$ cat src/rtl/mem_arbiter.sv
// mem_arbiter: two-client (i-cache / d-cache) arbiter in front of a 64-bit
// burst memory. Each client transaction is one 256-bit line moved as four
// 64-bit beats. A single line register serves as the fill buffer for reads
// and the holding buffer for d-cache writebacks.
module mem_arbiter (
  input  logic         clk,
  input  logic         rst,
  // i-cache side
  input  logic         i_pmem_read,
  input  logic [31:0]  i_pmem_address,
  output logic [255:0] i_pmem_rdata,
  output logic         i_pmem_resp,
  // d-cache side
  input  logic         d_pmem_read,
  input  logic         d_pmem_write,
  input  logic [31:0]  d_pmem_address,
  input  logic [255:0] d_pmem_wdata,
  output logic [255:0] d_pmem_rdata,
  output logic         d_pmem_resp,
  // physical memory side
  output logic         pmem_read,
  output logic         pmem_write,
  output logic [31:0]  pmem_address,
  output logic [63:0]  pmem_wdata,
  input  logic [63:0]  pmem_rdata,
  input  logic         pmem_resp
);

  typedef enum logic [2:0] {
    IDLE    = 3'd0,
    I_READ  = 3'd1,
    D_READ  = 3'd2,
    D_WRITE = 3'd3,
    DONE    = 3'd4
  } state_t;

  state_t         state;
  logic [1:0]     beat_cnt;
  logic [1:0]     beat_nxt;
  logic [255:0]   line;
  logic           owner_d;     // client being served: 1 = d-cache, 0 = i-cache
  logic           last_tie_d;  // winner of the most recent contested grant
  logic           d_req;
  logic           tie;
  logic           grant_d;
  logic [31:0]    grant_addr;

  // Both clients read their fill line from the shared line register.
  assign i_pmem_rdata = line;
  assign d_pmem_rdata = line;

  // Grant decision for IDLE. The priority pointer only moves on contested
  // grants, so an uncontested grant does not disturb the alternation between
  // simultaneous requests. Reset value 0 means "i won last", so d wins first.
  always_comb begin
    d_req    = d_pmem_read | d_pmem_write;
    tie      = i_pmem_read & d_req;
    beat_nxt = beat_cnt + 2'd1;
    if (tie) begin
      grant_d = ~last_tie_d;
    end else begin
      grant_d = d_req;
    end
    if (grant_d) begin
      grant_addr = d_pmem_address & 32'hFFFF_FFE0;
    end else begin
      grant_addr = i_pmem_address & 32'hFFFF_FFE0;
    end
  end

  // Main FSM: arbitration, burst sequencing, line capture and registered outputs.
  always_ff @(posedge clk or posedge rst) begin
    if (rst) begin
      state        <= IDLE;
      beat_cnt     <= 2'd0;
      line         <= 256'd0;
      owner_d      <= 1'b0;
      last_tie_d   <= 1'b0;
      i_pmem_resp  <= 1'b0;
      d_pmem_resp  <= 1'b0;
      pmem_read    <= 1'b0;
      pmem_write   <= 1'b0;
      pmem_address <= 32'd0;
      pmem_wdata   <= 64'd0;
    end else begin
      case (state)
        IDLE: begin
          i_pmem_resp <= 1'b0;
          d_pmem_resp <= 1'b0;
          if (i_pmem_read || d_req) begin
            beat_cnt     <= 2'd0;
            owner_d      <= grant_d;
            pmem_address <= grant_addr;
            if (tie) begin
              last_tie_d <= grant_d;
            end
            if (grant_d && d_pmem_write) begin
              // Write takes precedence when the d-cache raises both strobes.
              state      <= D_WRITE;
              pmem_write <= 1'b1;
              line       <= d_pmem_wdata;
              pmem_wdata <= d_pmem_wdata[63:0];
            end else if (grant_d) begin
              state     <= D_READ;
              pmem_read <= 1'b1;
            end else begin
              state     <= I_READ;
              pmem_read <= 1'b1;
            end
          end
        end

        I_READ, D_READ: begin
          if (pmem_resp) begin
            line[{beat_cnt, 6'd0} +: 64] <= pmem_rdata;
            beat_cnt <= beat_nxt;
            if (beat_cnt == 2'd3) begin
              state       <= DONE;
              pmem_read   <= 1'b0;
              i_pmem_resp <= ~owner_d;
              d_pmem_resp <= owner_d;
            end
          end
        end

        D_WRITE: begin
          if (pmem_resp) begin
            beat_cnt <= beat_nxt;
            if (beat_cnt == 2'd3) begin
              state       <= DONE;
              pmem_write  <= 1'b0;
              d_pmem_resp <= 1'b1;
            end else begin
              // Present the next beat as soon as the current one is accepted.
              pmem_wdata <= line[{beat_nxt, 6'd0} +: 64];
            end
          end
        end

        DONE: begin
          i_pmem_resp <= 1'b0;
          d_pmem_resp <= 1'b0;
          state       <= IDLE;
        end

        default: begin
          state       <= IDLE;
          pmem_read   <= 1'b0;
          pmem_write  <= 1'b0;
          i_pmem_resp <= 1'b0;
          d_pmem_resp <= 1'b0;
        end
      endcase
    end
  end

endmodule

$ cat config.mk
export PLATFORM = sky130hd
export DESIGN_NAME = mem_arbiter
export DESIGN_NICKNAME = d
export VERILOG_FILES = /design/src/rtl/mem_arbiter.sv
export SDC_FILE = /design/constraint.sdc
export NUM_CORES = 1
export LEC_CHECK = 0
export BUFFER_PORTS_ARGS = -buffer_cell sky130_fd_sc_hd__buf_4
export CAP_MARGIN = 20
export CORE_AREA = 3 3 393 395
export DETAILED_ROUTE_END_ITERATION = 8
export DIE_AREA = 0 0 396 398
export PLACE_DENSITY = 0.33
export SLEW_MARGIN = 15
export SYNTH_ARGS = -nofsm -noshare
export SYNTH_HDL_FRONTEND = slang
export SYNTH_SLANG_ARGS = --single-unit
$ cat constraint.sdc
create_clock -name clk -period 11.55 [get_ports clk]
set_clock_uncertainty 0.05 [all_clocks]
set_input_delay 1.155 -clock clk [delete_from_list [all_inputs] [get_ports clk]]
set_output_delay 1.155 -clock clk [all_outputs]
set_load 0.02 [all_outputs]
# Word level (Yosys, flattened, before mapping)
# Index checks and enable logic that the tools add are counted.
dict set report totals {
  in_bits 390
  register_bits 363
  output_inout_bits 612
}
dict set report classes {
  shift 3
  eq_ne 15
  mux 37
  add_sub_neg 2
  n_bitwise 7
  n_reduce_logical 20
}
# op n
set ops {}
lappend ops {{256-bit two-way mux} 3}
lappend ops {{256-bit case mux with 2 select lines} 1}
lappend ops {{256-bit bitwise mux} 1}
lappend ops {{64-bit two-way mux} 4}
lappend ops {{64-bit by 10-bit variable shift with 256-bit output (first input constant)} 1}
lappend ops {{256-bit by 9-bit indexed part select with 64-bit output} 1}
lappend ops {{64-bit by 10-bit indexed part select with 256-bit output} 1}
lappend ops {{64-bit case mux with 2 select lines} 1}
lappend ops {{32-bit two-way mux} 1}
lappend ops {{2-bit inequality test (second input constant)} 8}
lappend ops {{5-bit AND reduction} 3}
lappend ops {{1-bit two-way mux} 13}
lappend ops {{3-bit AND reduction} 4}
lappend ops {{8-bit negator with 10-bit output} 1}
lappend ops {{3-bit two-way mux} 3}
lappend ops {{2-bit two-way mux} 4}
lappend ops {{4-bit AND reduction} 2}
lappend ops {{3-bit by 2-bit == test with 1-bit output (second input constant)} 2}
lappend ops {{1-bit case mux with 3 select lines} 2}
lappend ops {{3-bit case mux with 2 select lines} 1}
lappend ops {{2-bit nonzero test} 3}
lappend ops {{3-bit OR reduction} 2}
lappend ops {{1-bit NOT} 5}
lappend ops {{2-bit by 1-bit inequality test with 1-bit output (second input constant)} 2}
lappend ops {{13 further kinds} 15}

# Longest topological paths before layout
# Gate-level depths: netlist of run 1.
dict set report depth {
  word_depth 7
  mapped_depth 12
}

# Least setup slack after synthesis of run 1
# No wires, ideal clock.
dict set report synth_timing {
  kind {flip-flop to flip-flop}
  from {register beat_cnt[0]}
  to {register pmem_wdata[52]}
  required_time_ps 11370
  path_stages_with_launch 12
  period_less_slack_ps 2923
  path_slack_ps 8627
  setup_time_ps 130
  t_arrival_ps 2743
  n_path_buf 6
  path_cell_list {dfrtp_1 > buf_2 > buf_2 > buf_1 > inv_1 > ha_1 > buf_2 > buf_4 > buf_2 > mux4_2 > nand2_1 > a31oi_1}
}
dict set report synth_via {
  elab_chain_cells 5
}
# item line_no
set synth_rtl {}
lappend synth_rtl {{start: declaration} 38} ;# logic [1:0] beat_cnt;
lappend synth_rtl {{start signal: assignment} 116} ;# beat_cnt <= beat_nxt;
lappend synth_rtl {{start signal: assignment} 128} ;# beat_cnt <= beat_nxt;
lappend synth_rtl {{2-bit by 1-bit adder with 2-bit output} 58} ;# beat_nxt = beat_cnt + 2'd1;
lappend synth_rtl {{256-bit by 9-bit indexed part select with 64-bit output} 135} ;# pmem_wdata <= line[{beat_nxt, 6'd0} +: 64];
lappend synth_rtl {{64-bit two-way mux} 129} ;# if (beat_cnt == 2'd3) begin
lappend synth_rtl {{64-bit two-way mux} 127} ;# if (pmem_resp) begin
lappend synth_rtl {{64-bit case mux with 2 select lines} 86} ;# case (state)
lappend synth_rtl {{end signal: assignment} 102} ;# pmem_wdata <= d_pmem_wdata[63:0];
lappend synth_rtl {{end signal: assignment} 135}
lappend synth_rtl {{end: declaration} 24} ;# output logic [63:0] pmem_wdata,
# Several ways; a longest one is shown, not always the timed one. The select of a mux whose other input is x is not followed.
# A chain may end at the register's enable or synchronous reset.

# Final worst setup path of run 1
dict set report layout_timing {
  from {register state[2]}
  to {register line[96] (netlist: d_pmem_rdata[96])}
}
dict set report layout_via {
  elab_chain_cells 4
}
# item line_no
set layout_rtl {}
lappend layout_rtl {{start: declaration} 37} ;# state_t state;
lappend layout_rtl {{start signal: assignment} 74} ;# state <= IDLE;
lappend layout_rtl {{start signal: assignment} 99} ;# state <= D_WRITE;
lappend layout_rtl {{start signal: assignment} 104} ;# state <= D_READ;
lappend layout_rtl {{3-bit by 1-bit == test with 1-bit output or 3-bit by 2-bit == test with 1-bit output (tied branches)} 86}
lappend layout_rtl {{2-bit OR reduction} 86}
lappend layout_rtl {{2-bit inequality test (no line) or 2-bit nonzero test (tied branches)} -}
lappend layout_rtl {{4-bit AND reduction (no line)} -}
lappend layout_rtl {{end signal: assignment} 101} ;# line <= d_pmem_wdata;
lappend layout_rtl {{end signal: indexed assignment} 115} ;# line[{beat_cnt, 6'd0} +: 64] <= pmem_rdata;
lappend layout_rtl {{end: declaration} 40} ;# logic [255:0] line;
# Several ways; a longest one is shown, not always the timed one.

==> results.json, run 1 <==
{
  "r2r_cells": 5,
  "final_common_cell": "buf_4",
  "synth_top_family_by_area": "compound AO/OA/AOI/OAI gates",
  "clockBufferDepth": 3,
  "cts_setup_buffers": 0,
  "path_common_cell": "buf_4",
  "critPathKind": "register to register",
  "cp_slowest_cell": "buf_4",
  "ys_top_cells_by_area": "dfrtp_1, buf_4, a2bb2oi_1",
  "ant_nets": 0,
  "met1_usage_pct": 21.1,
  "io_pins": 1002,
  "antenna_found_initial": 13,
  "num_vias": 19867,
  "powerDensity_nw_per_um2": 423,
  "layout_common_cells": "buf_4, nand2_1, dfrtp_1",
  "drt_pass1_iterations": 7,
  "synth_cell_type_count": 47,
  "port_buffers": 986,
  "worst-path-buf-inv": 3,
  "top_usage_layer": "met2",
  "grt_max_degree": 122,
  "tightest_slew_ns": 1.09,
  "cp.required_ns": 12.05,
  "cp.depth": 5,
  "synth_fa_ha_area_share_pct": 0.297,
  "cts_buffers": 50,
  "yosysTopAreaCell": "dfrtp_1",
  "setup_viol": 0,
  "reg2reg_from": "state[2]",
  "reg2reg_to": "d_pmem_rdata[96]",
  "post-place-ws_ns": 7.25,
  "syn_area_um2": 21100,
  "synth_cells": 2065,
  "overflow": 0,
  "fill_cells": 16665,
  "layout.nets": 3094,
  "rsz0062_at_grt": "no",
  "ys_seq_area_share_pct": 42.5,
  "die_area_um2": 158000,
  "synth-xor-area-share_pct": 0.119,
  "worstPathArrival_ns": 4.27,
  "clk_pin_slew_ns": 0.06,
  "period_share_pct": 32.6,
  "root_buffer": "clkbuf_16",
  "ys_ff_latch": 358,
  "finalHoldViolCount": 0,
  "wl_um": 136000,
  "grt_pass1_wl_um": 183000,
  "period_needed_ns": 3.77,
  "hold_path_class": "register to register",
  "htreeDepth": 2,
  "vdd_drop_max_uv": 315,
  "areaGrowthSynthToFinish_pct": 44.3,
  "drt_iter0_markers": 1234,
  "max_slew_margin_pct": 27.1,
  "regArea_um2": 8970,
  "die-width_um": 396,
  "clock.fmax_mhz": 266,
  "fin_area_um2": 30400,
  "start_kind": "register",
  "crit_path_max_incr_delay_ns": 0.78,
  "status": "completed",
  "grtUsageTotal_pct": 16.4,
  "clkLatencyLatePin_ns": 0.62,
  "endpoint": "d_pmem_rdata[96]",
  "ys.flop_type": "dfrtp_1",
  "ctsHoldBuffers": 0,
  "core-area_um2": 152000,
  "cts_tree": "yes",
  "clock_sinks": 358,
  "synthMuxAreaShare_pct": 8.17,
  "synthSimpleGateAreaFrac_pct": 10.7,
  "synth_edf_count": 0,
  "synth_compound_area_share_pct": 24.3,
  "met3_usage_pct": 3.05,
  "setup_tns_ns": 0,
  "synth_top_area_share_pct": 42.5,
  "drive_above_1_share_pct": 43.9,
  "start_util_pct": 13.9,
  "rrSetupSlack_ns": 7.78,
  "final.setup.worst_slack_ns": 7.78,
  "synthArstFlopShare_pct": 100,
  "drc_errors": 0,
  "maxCapViolCount": 0,
  "gp_congestion": 0.802,
  "dp_hpwl_um": 94800,
  "cp_cell_sequence": "buf_4 -> a211o_4 -> buf_4 -> buf_4 -> o22a_1",
  "dpl_cell_area_um2": 28700,
  "multiInputGateArea_um2": 9370,
  "maxSlewViolCount": 0,
  "wl_per_cell_um": 28.4,
  "avgSynthCellArea_um2": 10.2,
  "cp_top_family": "buffers and inverters",
  "cts_repair_resize_count": 0,
  "grtUsageMet2_pct": 28.4,
  "cp_max_fo": 67,
  "end_kind": "register",
  "fp.dieH_um": 398,
  "viasPerCell": 4.16,
  "critPathLaunch": "state[2]",
  "ys_warn_count": 0,
  "rows": 143,
  "grt_pass1_vias": 20441,
  "p_leak_nw": 12.7
}
where the power goes:
| group | switching, W | internal, W | total (W) |
|---|---|---|---|
| clock network | 0.000664 | 0.000988 | 0.00165 |
| registers | 0.000998 | 0.00193 | 0.00293 |
| logic | 0.00493 | 0.00338 | 0.00830 |
worst register-to-register path, delay by kind of cell (launching register included):
family	cells	cell delay, ns
buffers and inverters	3	2.17
AO/OA/AOI/OAI	2	0.86
flip-flops	1	0.62
through the flow:
stage | hold slack (ns) | instances | util [%] | total power (W)
3_5_place_dp | 0.422 | 4676 | 18.9 | 0.0114
5_1_grt | 0.469 | 4774 | 20.1 | 0.0136
2_1_floorplan | 0.419 | 2069 | - | 0.00801
4_1_cts | 0.435 | 4767 | 20.1 | 0.0131
3_3_place_gp | 0.415 | 4676 | 18.9 | 0.0114
6_report | 0.428 | 4780 | 20.1 | 0.0129
synthesized netlist by cell type (2+ instances only):
cell type / instances
a2111oi_0: 2
a21oi_1: 2
a21oi_4: 3
a22oi_1: 64
a2bb2oi_1: 192
a31oi_1: 64
and2_1: 2
buf_1: 19
buf_2: 56
buf_4: 272
buf_6: 12
clkbuf_1: 100
dfrtp_1: 358
ha_1: 5
inv_1: 6
mux2i_1: 27
mux4_2: 64
nand2_1: 358
nor2_1: 74
nor3_1: 3
nor3_2: 4
nor3b_1: 65
nor4bb_1: 2
o21ai_0: 32
o22a_1: 192
o2bb2ai_1: 64
o32ai_1: 2
or2_2: 2
worst min path at each step:
| stage | from | endpoint | slack (ns) | depth (start not counted) |
|---|---|---|---|---|
| floorplan | last_tie_d | last_tie_d | 0.42 | 1 |
| global placement | pmem_address[18] | pmem_address[18] | 0.42 | 2 |
| detailed placement | pmem_address[31] | pmem_address[31] | 0.42 | 2 |
| CTS | pmem_address[31] | pmem_address[31] | 0.44 | 2 |
| global route | pmem_address[17] | pmem_address[17] | 0.47 | 2 |
| finish | pmem_address[19] | pmem_address[19] | 0.43 | 2 |
logic make-up (layout without fill, tap and decap cells):
| family | Yosys count | after routing |
|---|---|---|
| simple gates | 516 | 516 |
| other cells | 1 | 17 |
| buf+inv | 465 | 1134 |
| flops | 358 | 358 |
| compound gates | 626 | 626 |
| xor+xnor | 2 | 2 |
| fa+ha+maj | 5 | 5 |
| mux | 92 | 92 |
layer usage:
| layer | routed length, um | up-vias | share of wire (%) |
|---|---|---|---|
| met1 | 58100 | 10303 | 43 |
| met3 | 7520 | 131 | 5.5 |
| met2 | 67600 | 777 | 50 |
| li1 | - | 8650 | - |
| met4 | 2550 | 6 | 1.9 |
| met5 | 44 | - | 0.032 |
sequential cells by signal, summed over array words and instances (netlist names):
register,flops
pmem_address,27
i_pmem_resp,1
pmem_read,1
owner_d,1
last_tie_d,1
d_pmem_resp,1
pmem_write,1
state,3
pmem_wdata,64
d_pmem_rdata,256
beat_cnt,2
area by class of cell:
cell class,instances,share of cell area [%]
multi-input cells,1246,30.8
flip-flops and latches,358,29.5
repair buffers,1037,25.6
well taps,2030,8.35
clock buffers,79,5.01
clock inverters,12,0.547
inverters,6,0.0987
diodes,12,0.0987
No activity file was read; power rests on OpenSTA's default activity.
==> run 2: changes to the inputs <==
--- a/config.mk
+++ b/config.mk
@@ -5,12 +5,13 @@
 export SDC_FILE = /design/constraint.sdc
 export NUM_CORES = 1
 export LEC_CHECK = 0
+export ABC_AREA = 1
 export BUFFER_PORTS_ARGS = -buffer_cell sky130_fd_sc_hd__buf_4
 export CAP_MARGIN = 20
-export CORE_AREA = 3 3 393 395
+export CORE_AREA = 3 3 388 390
 export DETAILED_ROUTE_END_ITERATION = 8
-export DIE_AREA = 0 0 396 398
-export PLACE_DENSITY = 0.33
+export DIE_AREA = 0 0 391 393
+export PLACE_DENSITY = 0.36
 export SLEW_MARGIN = 15
 export SYNTH_ARGS = -nofsm -noshare
 export SYNTH_HDL_FRONTEND = slang
==> constraint.sdc (replaced) <==
create_clock -name clk -period 3.37 [get_ports clk]
set_clock_uncertainty 0.05 [all_clocks]
set_input_delay 0.337 -clock clk [delete_from_list [all_inputs] [get_ports clk]]
set_output_delay 0.337 -clock clk [all_outputs]
set_load 0.02 [all_outputs]
==> run 2 against run 1 <==
  * Fmax grew 41%
  * Hold slack lost 0.37 ns
  * Final area grew 20%
  * Critical path type unchanged
  * Non-clock buffer count grew 317
  * Utilization up 4.7 points
  * Power increased to 3.1 times the previous value
  * Clock power increased to 3.4 times the previous value
==> results.json, run 2 <==
{
  "period_share_pct": 79.3,
  "die_area_um2": 154000,
  "antenna_found_initial": 15,
  "htreeDepth": 2,
  "cts_buffers": 52,
  "drive_above_1_share_pct": 24.8,
  "synth_most_common_cell": "nand2_1",
  "final.setup.worst_slack_ns": 0.698,
  "critPathLaunch": "beat_cnt[0]",
  "setup_viol": 0,
  "ys_ff_latch": 358,
  "grt_pass1_wl_um": 210000,
  "finalHoldViolCount": 0,
  "synth_top_area_share_pct": 36.9,
  "fp.dieH_um": 393,
  "drt_pass1_iterations": 8,
  "clkLatencyLatePin_ns": 0.63,
  "clockBufferDepth": 3,
  "dp.cells": 6259,
  "intPower_w": 0.0171,
  "layout_common_cells": "nand2_1, buf_4, nand3_1",
  "layout.nets": 5071,
  "rsz0062_at_grt": "no",
  "dp_hpwl_um": 104000,
  "overflow": 0,
  "holdWs_ns": 0.0572,
  "rows": 141,
  "ys_seq_area_share_pct": 36.9,
  "seq_power_share_pct": 20.1,
  "num_vias": 28561,
  "synth_cell_type_count": 28,
  "port_buffers": 986,
  "endpoint": "d_pmem_rdata[250]",
  "reg2reg_from": "beat_cnt[0]",
  "hold_path_class": "input port to register",
  "vdd_drop_max_uv": 1320,
  "cts_setup_buffers": 0,
  "synth_cells": 3801,
  "grtUsageTotal_pct": 18.7,
  "grt_max_degree": 129,
  "reg2reg_to": "d_pmem_rdata[250]",
  "core-area_um2": 147000,
  "avgSynthCellArea_um2": 6.38,
  "post-place-ws_ns": 0.654,
  "synthArstFlopShare_pct": 100,
  "ant_nets": 0,
  "synth_edf_count": 0,
  "r2r_cells": 10,
  "ys_top_cells_by_area": "dfrtp_1, nand2_1, nand3_1",
  "ys_warn_count": 0,
  "fill_cells": 16708,
  "wl_per_cell_um": 22.6,
  "start_kind": "register",
  "clock.fmax_mhz": 374,
  "grt_pass1_vias": 28039,
  "syn_area_um2": 24300,
  "maxSlewViolCount": 0,
  "viasPerCell": 4.30,
  "max_slew_margin_pct": 38.5,
  "switching_share_pct": 57.4,
  "cts_tree": "yes",
  "areaGrowthSynthToFinish_pct": 50.9,
  "fin_area_um2": 36600,
  "period_needed_ns": 2.67,
  "clock_sinks": 358,
  "cp.required_ns": 3.82,
  "clkPwrFrac_pct": 14.1,
  "status": "completed",
  "rrSetupSlack_ns": 0.70,
  "wl_um": 150000,
  "setup_tns_ns": 0,
  "layout.cells.non_filler": 6649,
  "worstPathArrival_ns": 3.13,
  "start_util_pct": 16.4,
  "yosysTopAreaCell": "dfrtp_1",
  "powerDensity_nw_per_um2": 1090,
  "final_common_cell": "nand2_1",
  "drc_errors": 0,
  "cp_max_fo": 25,
  "p_sw_w": 0.0230,
  "drt_iter0_markers": 1999,
  "tightest_slew_ns": 0.922,
  "critPathKind": "register to register",
  "end_kind": "register",
  "die-width_um": 391,
  "dpl_cell_area_um2": 32000,
  "root_buffer": "clkbuf_16",
  "clk_pin_slew_ns": 0.05,
  "synth_common_cells": "nand2_1, nand3_1, nor2_1",
  "largest_reg_flops": 256,
  "ys.flop_type": "dfrtp_1",
  "io_pins": 1002,
  "pwr-share-comb_pct": 65.8,
  "gp_congestion": 0.813,
  "p_leak_nw": 18.5,
  "maxCapViolCount": 0
}
==> run 2: cell types whose count changed after synthesis, moves of 65 or more <==
cell	change
clkbuf_1	+72
nor3b_1	-65
inv_1	+141
nand3_1	+583
nor2_1	+345
o21ai_0	+207
a2bb2oi_1	-192
o22a_1	-192
nand2_1	+1105
==> run 2: cells by family after synthesis <==
group,Yosys count,share of synthesized area (%)
other,1,0.0155
adders and majority gates,5,0.258
DFF,358,36.9
AOI/OAI and AO/OA,260,5.41
buffers and inverters,690,15.3
and+or+nand+nor,2487,42.1
==> run 2: per-layer routing <==
metal / vias up / track usage (%) / share of wire (%)
met4: 6 / 4.91 / 2.6
met1: 13795 / 24.9 / 45
met5: - / 0 / 0.023
met2: 1131 / 31.1 / 47
li1: 13451 / - / -
met3: 178 / 3.06 / 5.7
==> run 2: repair_timing <==
action                                  4_1_cts  5_1_grt
hold buffers                                293        0
endpoints found under the hold margin       334        0
endpoints found under the setup margin        0        0
resized for setup                             0        0
==> run 2: worst min-delay path by stage <==
stage | startpoint | end | cells past startpoint
floorplan | last_tie_d | last_tie_d | 2
global placement | rst | d_pmem_rdata[57] | 2
detailed placement | rst | d_pmem_rdata[57] | 2
CTS | d_pmem_wdata[228] | d_pmem_rdata[228] | 5
global route | i_pmem_address[12] | pmem_address[12] | 3
finish | d_pmem_wdata[247] | d_pmem_rdata[247] | 5
==> run 2: worst max-delay path, stage by stage (launching register included) <==
cell	delay, ns
dfrtp_4	0.49
inv_6	0.05
ha_1	0.49
inv_6	0.09
nand2_4	0.44
buf_4	0.50
nor2_1	0.08
nand3_1	0.11
nand2_1	0.06
nand3_1	0.08
nand2_1	0.07
==> run 2: power by group through the flow <==
| stage | registers [W] | logic [W] | clock network [W] |
|---|---|---|---|
| 2_1_floorplan | 0.00890 | 0.0137 | 0 |
| 3_3_place_gp | 0.00813 | 0.0258 | 0 |
| 3_5_place_dp | 0.00814 | 0.0258 | 0 |
| 4_1_cts | 0.00811 | 0.0264 | 0.00584 |
| 5_1_grt | 0.00825 | 0.0284 | 0.00595 |
| 6_report | 0.00806 | 0.0263 | 0.00562 |
==> run 2: final cells by class <==
type / instances / area (um^2) / share of cell area (%)
well taps: 1930 / 2410 / 6.60
diodes: 8 / 20.0 / 0.0547
clock inverters: 8 / 100 / 0.273
multi-input cells: 2757 / 11700 / 31.9
inverters: 153 / 594 / 1.62
repair buffers: 1354 / 11300 / 30.8
flip-flops and latches: 358 / 8960 / 24.5
clock buffers: 81 / 1570 / 4.29
==> run 2: through the flow <==
| stage | power (W) | utilization (%) |
|---|---|---|
| 2_1_floorplan | 0.0226 | - |
| 3_3_place_gp | 0.0339 | 21.7 |
| 3_5_place_dp | 0.0339 | 21.7 |
| 4_1_cts | 0.0403 | 24.8 |
| 5_1_grt | 0.0426 | 24.8 |
| 6_report | 0.0400 | 24.8 |
==> run 3: changes to the inputs <==
--- a/config.mk
+++ b/config.mk
@@ -8,10 +8,10 @@
 export ABC_AREA = 1
 export BUFFER_PORTS_ARGS = -buffer_cell sky130_fd_sc_hd__buf_4
 export CAP_MARGIN = 20
-export CORE_AREA = 3 3 388 390
+export CORE_AREA = 3 3 387 389
 export DETAILED_ROUTE_END_ITERATION = 8
-export DIE_AREA = 0 0 391 393
-export PLACE_DENSITY = 0.36
+export DIE_AREA = 0 0 390 392
+export PLACE_DENSITY = 0.35
 export SLEW_MARGIN = 15
 export SYNTH_ARGS = -nofsm -noshare
 export SYNTH_HDL_FRONTEND = slang
==> constraint.sdc (replaced) <==
create_clock -name clk -period 2.7 [get_ports clk]
set_clock_uncertainty 0.05 [all_clocks]
set_input_delay 0.27 -clock clk [delete_from_list [all_inputs] [get_ports clk]]
set_output_delay 0.27 -clock clk [all_outputs]
set_load 0.02 [all_outputs]
==> run 3 against run 2 <==
  * Power increased by 27%
  * Sequential power up 25%
  * Utilization up 0.94 points
  * Sequential share of layout area fell by 0.83 points
  * Final area is 3.5% higher
  * Cell count is 1.7% higher
  * Combinational power increased by 29%
  * Largest cell class is now non-clock buffers
  * First-iteration DRC count fell by 6.5%
  * Wire length up 0.80%
==> results.json, run 3 (same netlist as run 2, synthesis figures left out) <==
{
  "dp_hpwl_um": 109000,
  "drc_errors": 0,
  "crit_path_max_incr_delay_ns": 0.57,
  "port_buffers": 986,
  "layout.nets": 5187,
  "finalHoldViolCount": 0,
  "rows": 141,
  "drt_iter0_markers": 1869,
  "p_leak_nw": 19.1,
  "setup_viol": 0,
  "seq_power_share_pct": 19.9,
  "worst-path-buf-inv": 3,
  "drt_pass1_iterations": 5,
  "min_from": "d_pmem_wdata[160]",
  "final.setup.worst_slack_ns": 0.137,
  "clkLatencyLatePin_ns": 0.63,
  "dpl_cell_area_um2": 32500,
  "reg2reg_from": "beat_cnt[0]",
  "overflow": 0,
  "layout_common_cells": "nand2_1, buf_4, nand3_1",
  "io_pins": 1002,
  "worstPathArrival_ns": 3.06,
  "die_area_um2": 153000,
  "grtUsageTotal_pct": 19.0,
  "post-place-ws_ns": 0.204,
  "max_slew_margin_pct": 25.8,
  "cts_tree": "yes",
  "cp.required_ns": 3.20,
  "viasPerCell": 4.28,
  "cp_cell_sequence": "inv_6 -> ha_2 -> nor2_4 -> buf_12 -> nand3_1 -> o21ai_0 -> dlygate4sd3_1 -> nand3_1 -> nand2_1",
  "maxCapViolCount": 0,
  "start_util_pct": 16.5,
  "maxSlewViolCount": 0,
  "grt_pass1_vias": 28758,
  "cp_slowest_cell": "dlygate4sd3_1",
  "fill_cells": 16549,
  "powerDensity_nw_per_um2": 1340,
  "cp_max_fo": 40,
  "htreeDepth": 2,
  "path_common_cell": "nand3_1",
  "status": "completed",
  "pwr-share-comb_pct": 66.4,
  "antenna_found_initial": 12,
  "core-area_um2": 147000,
  "areaGrowthSynthToFinish_pct": 56.2,
  "cts_buffers": 52,
  "num_vias": 28987,
  "final_common_cell": "nand2_1",
  "clk_pin_slew_ns": 0.06,
  "critPathLaunch": "beat_cnt[0]",
  "end_kind": "register",
  "period_needed_ns": 2.56,
  "cp_top_family": "buffers and inverters",
  "drive_above_1_share_pct": 25.1,
  "root_buffer": "clkbuf_16",
  "grt_max_degree": 90,
  "start_kind": "register",
  "period_share_pct": 94.9,
  "fp.dieH_um": 392,
  "clockBufferDepth": 3,
  "die-width_um": 390,
  "switching_share_pct": 56.2,
  "grt_pass1_wl_um": 213000,
  "critPathKind": "register to register",
  "hold_path_class": "input port to register",
  "fin_area_um2": 37900,
  "tightest_slew_ns": 1.11,
  "clkPwrFrac_pct": 13.7,
  "wl_um": 151000,
  "rsz0062_at_grt": "no",
  "ant_nets": 0,
  "clock.fmax_mhz": 390,
  "vdd_drop_max_uv": 1390,
  "wl_per_cell_um": 22.4,
  "p_sw_w": 0.0286,
  "gp_congestion": 0.823,
  "intPower_w": 0.0223,
  "largest_reg_flops": 256,
  "clock_sinks": 358
}
[run 3: through the flow]
step           TNS, ns  power (W)  util (%)  cells  hold WS (ns)
3_3_place_gp         0     0.0432      22.1   6295         0.329
2_1_floorplan  -865.75     0.0282         -   3805         0.374
6_report             0     0.0509      25.8   6765        0.0591
3_5_place_dp         0     0.0433      22.1   6295         0.326
5_1_grt              0     0.0542      25.8   6761        0.0250
4_1_cts              0     0.0514      25.7   6757      0.000628
[run 3: final cells by class]
class | instances | area (um^2) | share of cell area [%]
Sequential cell | 358 | 8960 | 23.6
Clock buffer | 82 | 1560 | 4.13
Tap cell | 1930 | 2410 | 6.37
Antenna cell | 5 | 12.5 | 0.0330
Multi-Input combinational cell | 2757 | 11700 | 30.8
Timing Repair Buffer | 1470 | 12600 | 33.2
Clock inverter | 10 | 100 | 0.264
Inverter | 153 | 594 | 1.57
[run 3: per-layer routing]
metal / global-route usage [%] / share of wire [%] / vias to the layer above
met5: 0 / 0.018 / -
met4: 4.75 / 2.5 / 4
li1: - / - / 13692
met2: 32.3 / 48 / 1078
met3: 3.15 / 5.7 / 164
met1: 24.9 / 44 / 14049
[run 3: power groups by stage]
| stage | sequential [W] | combinational (W) | clock (W) |
|---|---|---|---|
| after floorplan | 0.0111 | 0.0171 | 0 |
| after global placement | 0.0102 | 0.0330 | 0 |
| after detailed placement | 0.0102 | 0.0330 | 0 |
| after CTS | 0.0102 | 0.0340 | 0.00721 |
| after global routing | 0.0104 | 0.0365 | 0.00739 |
| final | 0.0101 | 0.0338 | 0.00697 |
[run 3: path summary, 6_finish.rpt]
kind,end,slack (ns),cells after the start
max in group asynchronous,pmem_wdata[15],1.40,5
min reg2reg,pmem_wdata[17],0.43,2
min in group asynchronous,d_pmem_rdata[62],0.24,3
max,d_pmem_rdata[0],0.14,9
max reg2reg,d_pmem_rdata[0],0.14,9
min,d_pmem_rdata[160],0.06,5
[run 3: worst register-to-register path: stages, from the launching register on]
cell	delay (ns)
dfrtp_4	0.51
inv_6	0.08
ha_2	0.34
nor2_4	0.16
buf_12	0.25
nand3_1	0.21
o21ai_0	0.16
dlygate4sd3_1	0.57
nand3_1	0.07
nand2_1	0.08
[run 3: timing repair]
item                                   4_1_cts  5_1_grt
buffers inserted                             0        3
hold buffers                               370        0
endpoints found under the hold margin      357        0
setup endpoints to repair                    0        6
resized for setup                            0        2
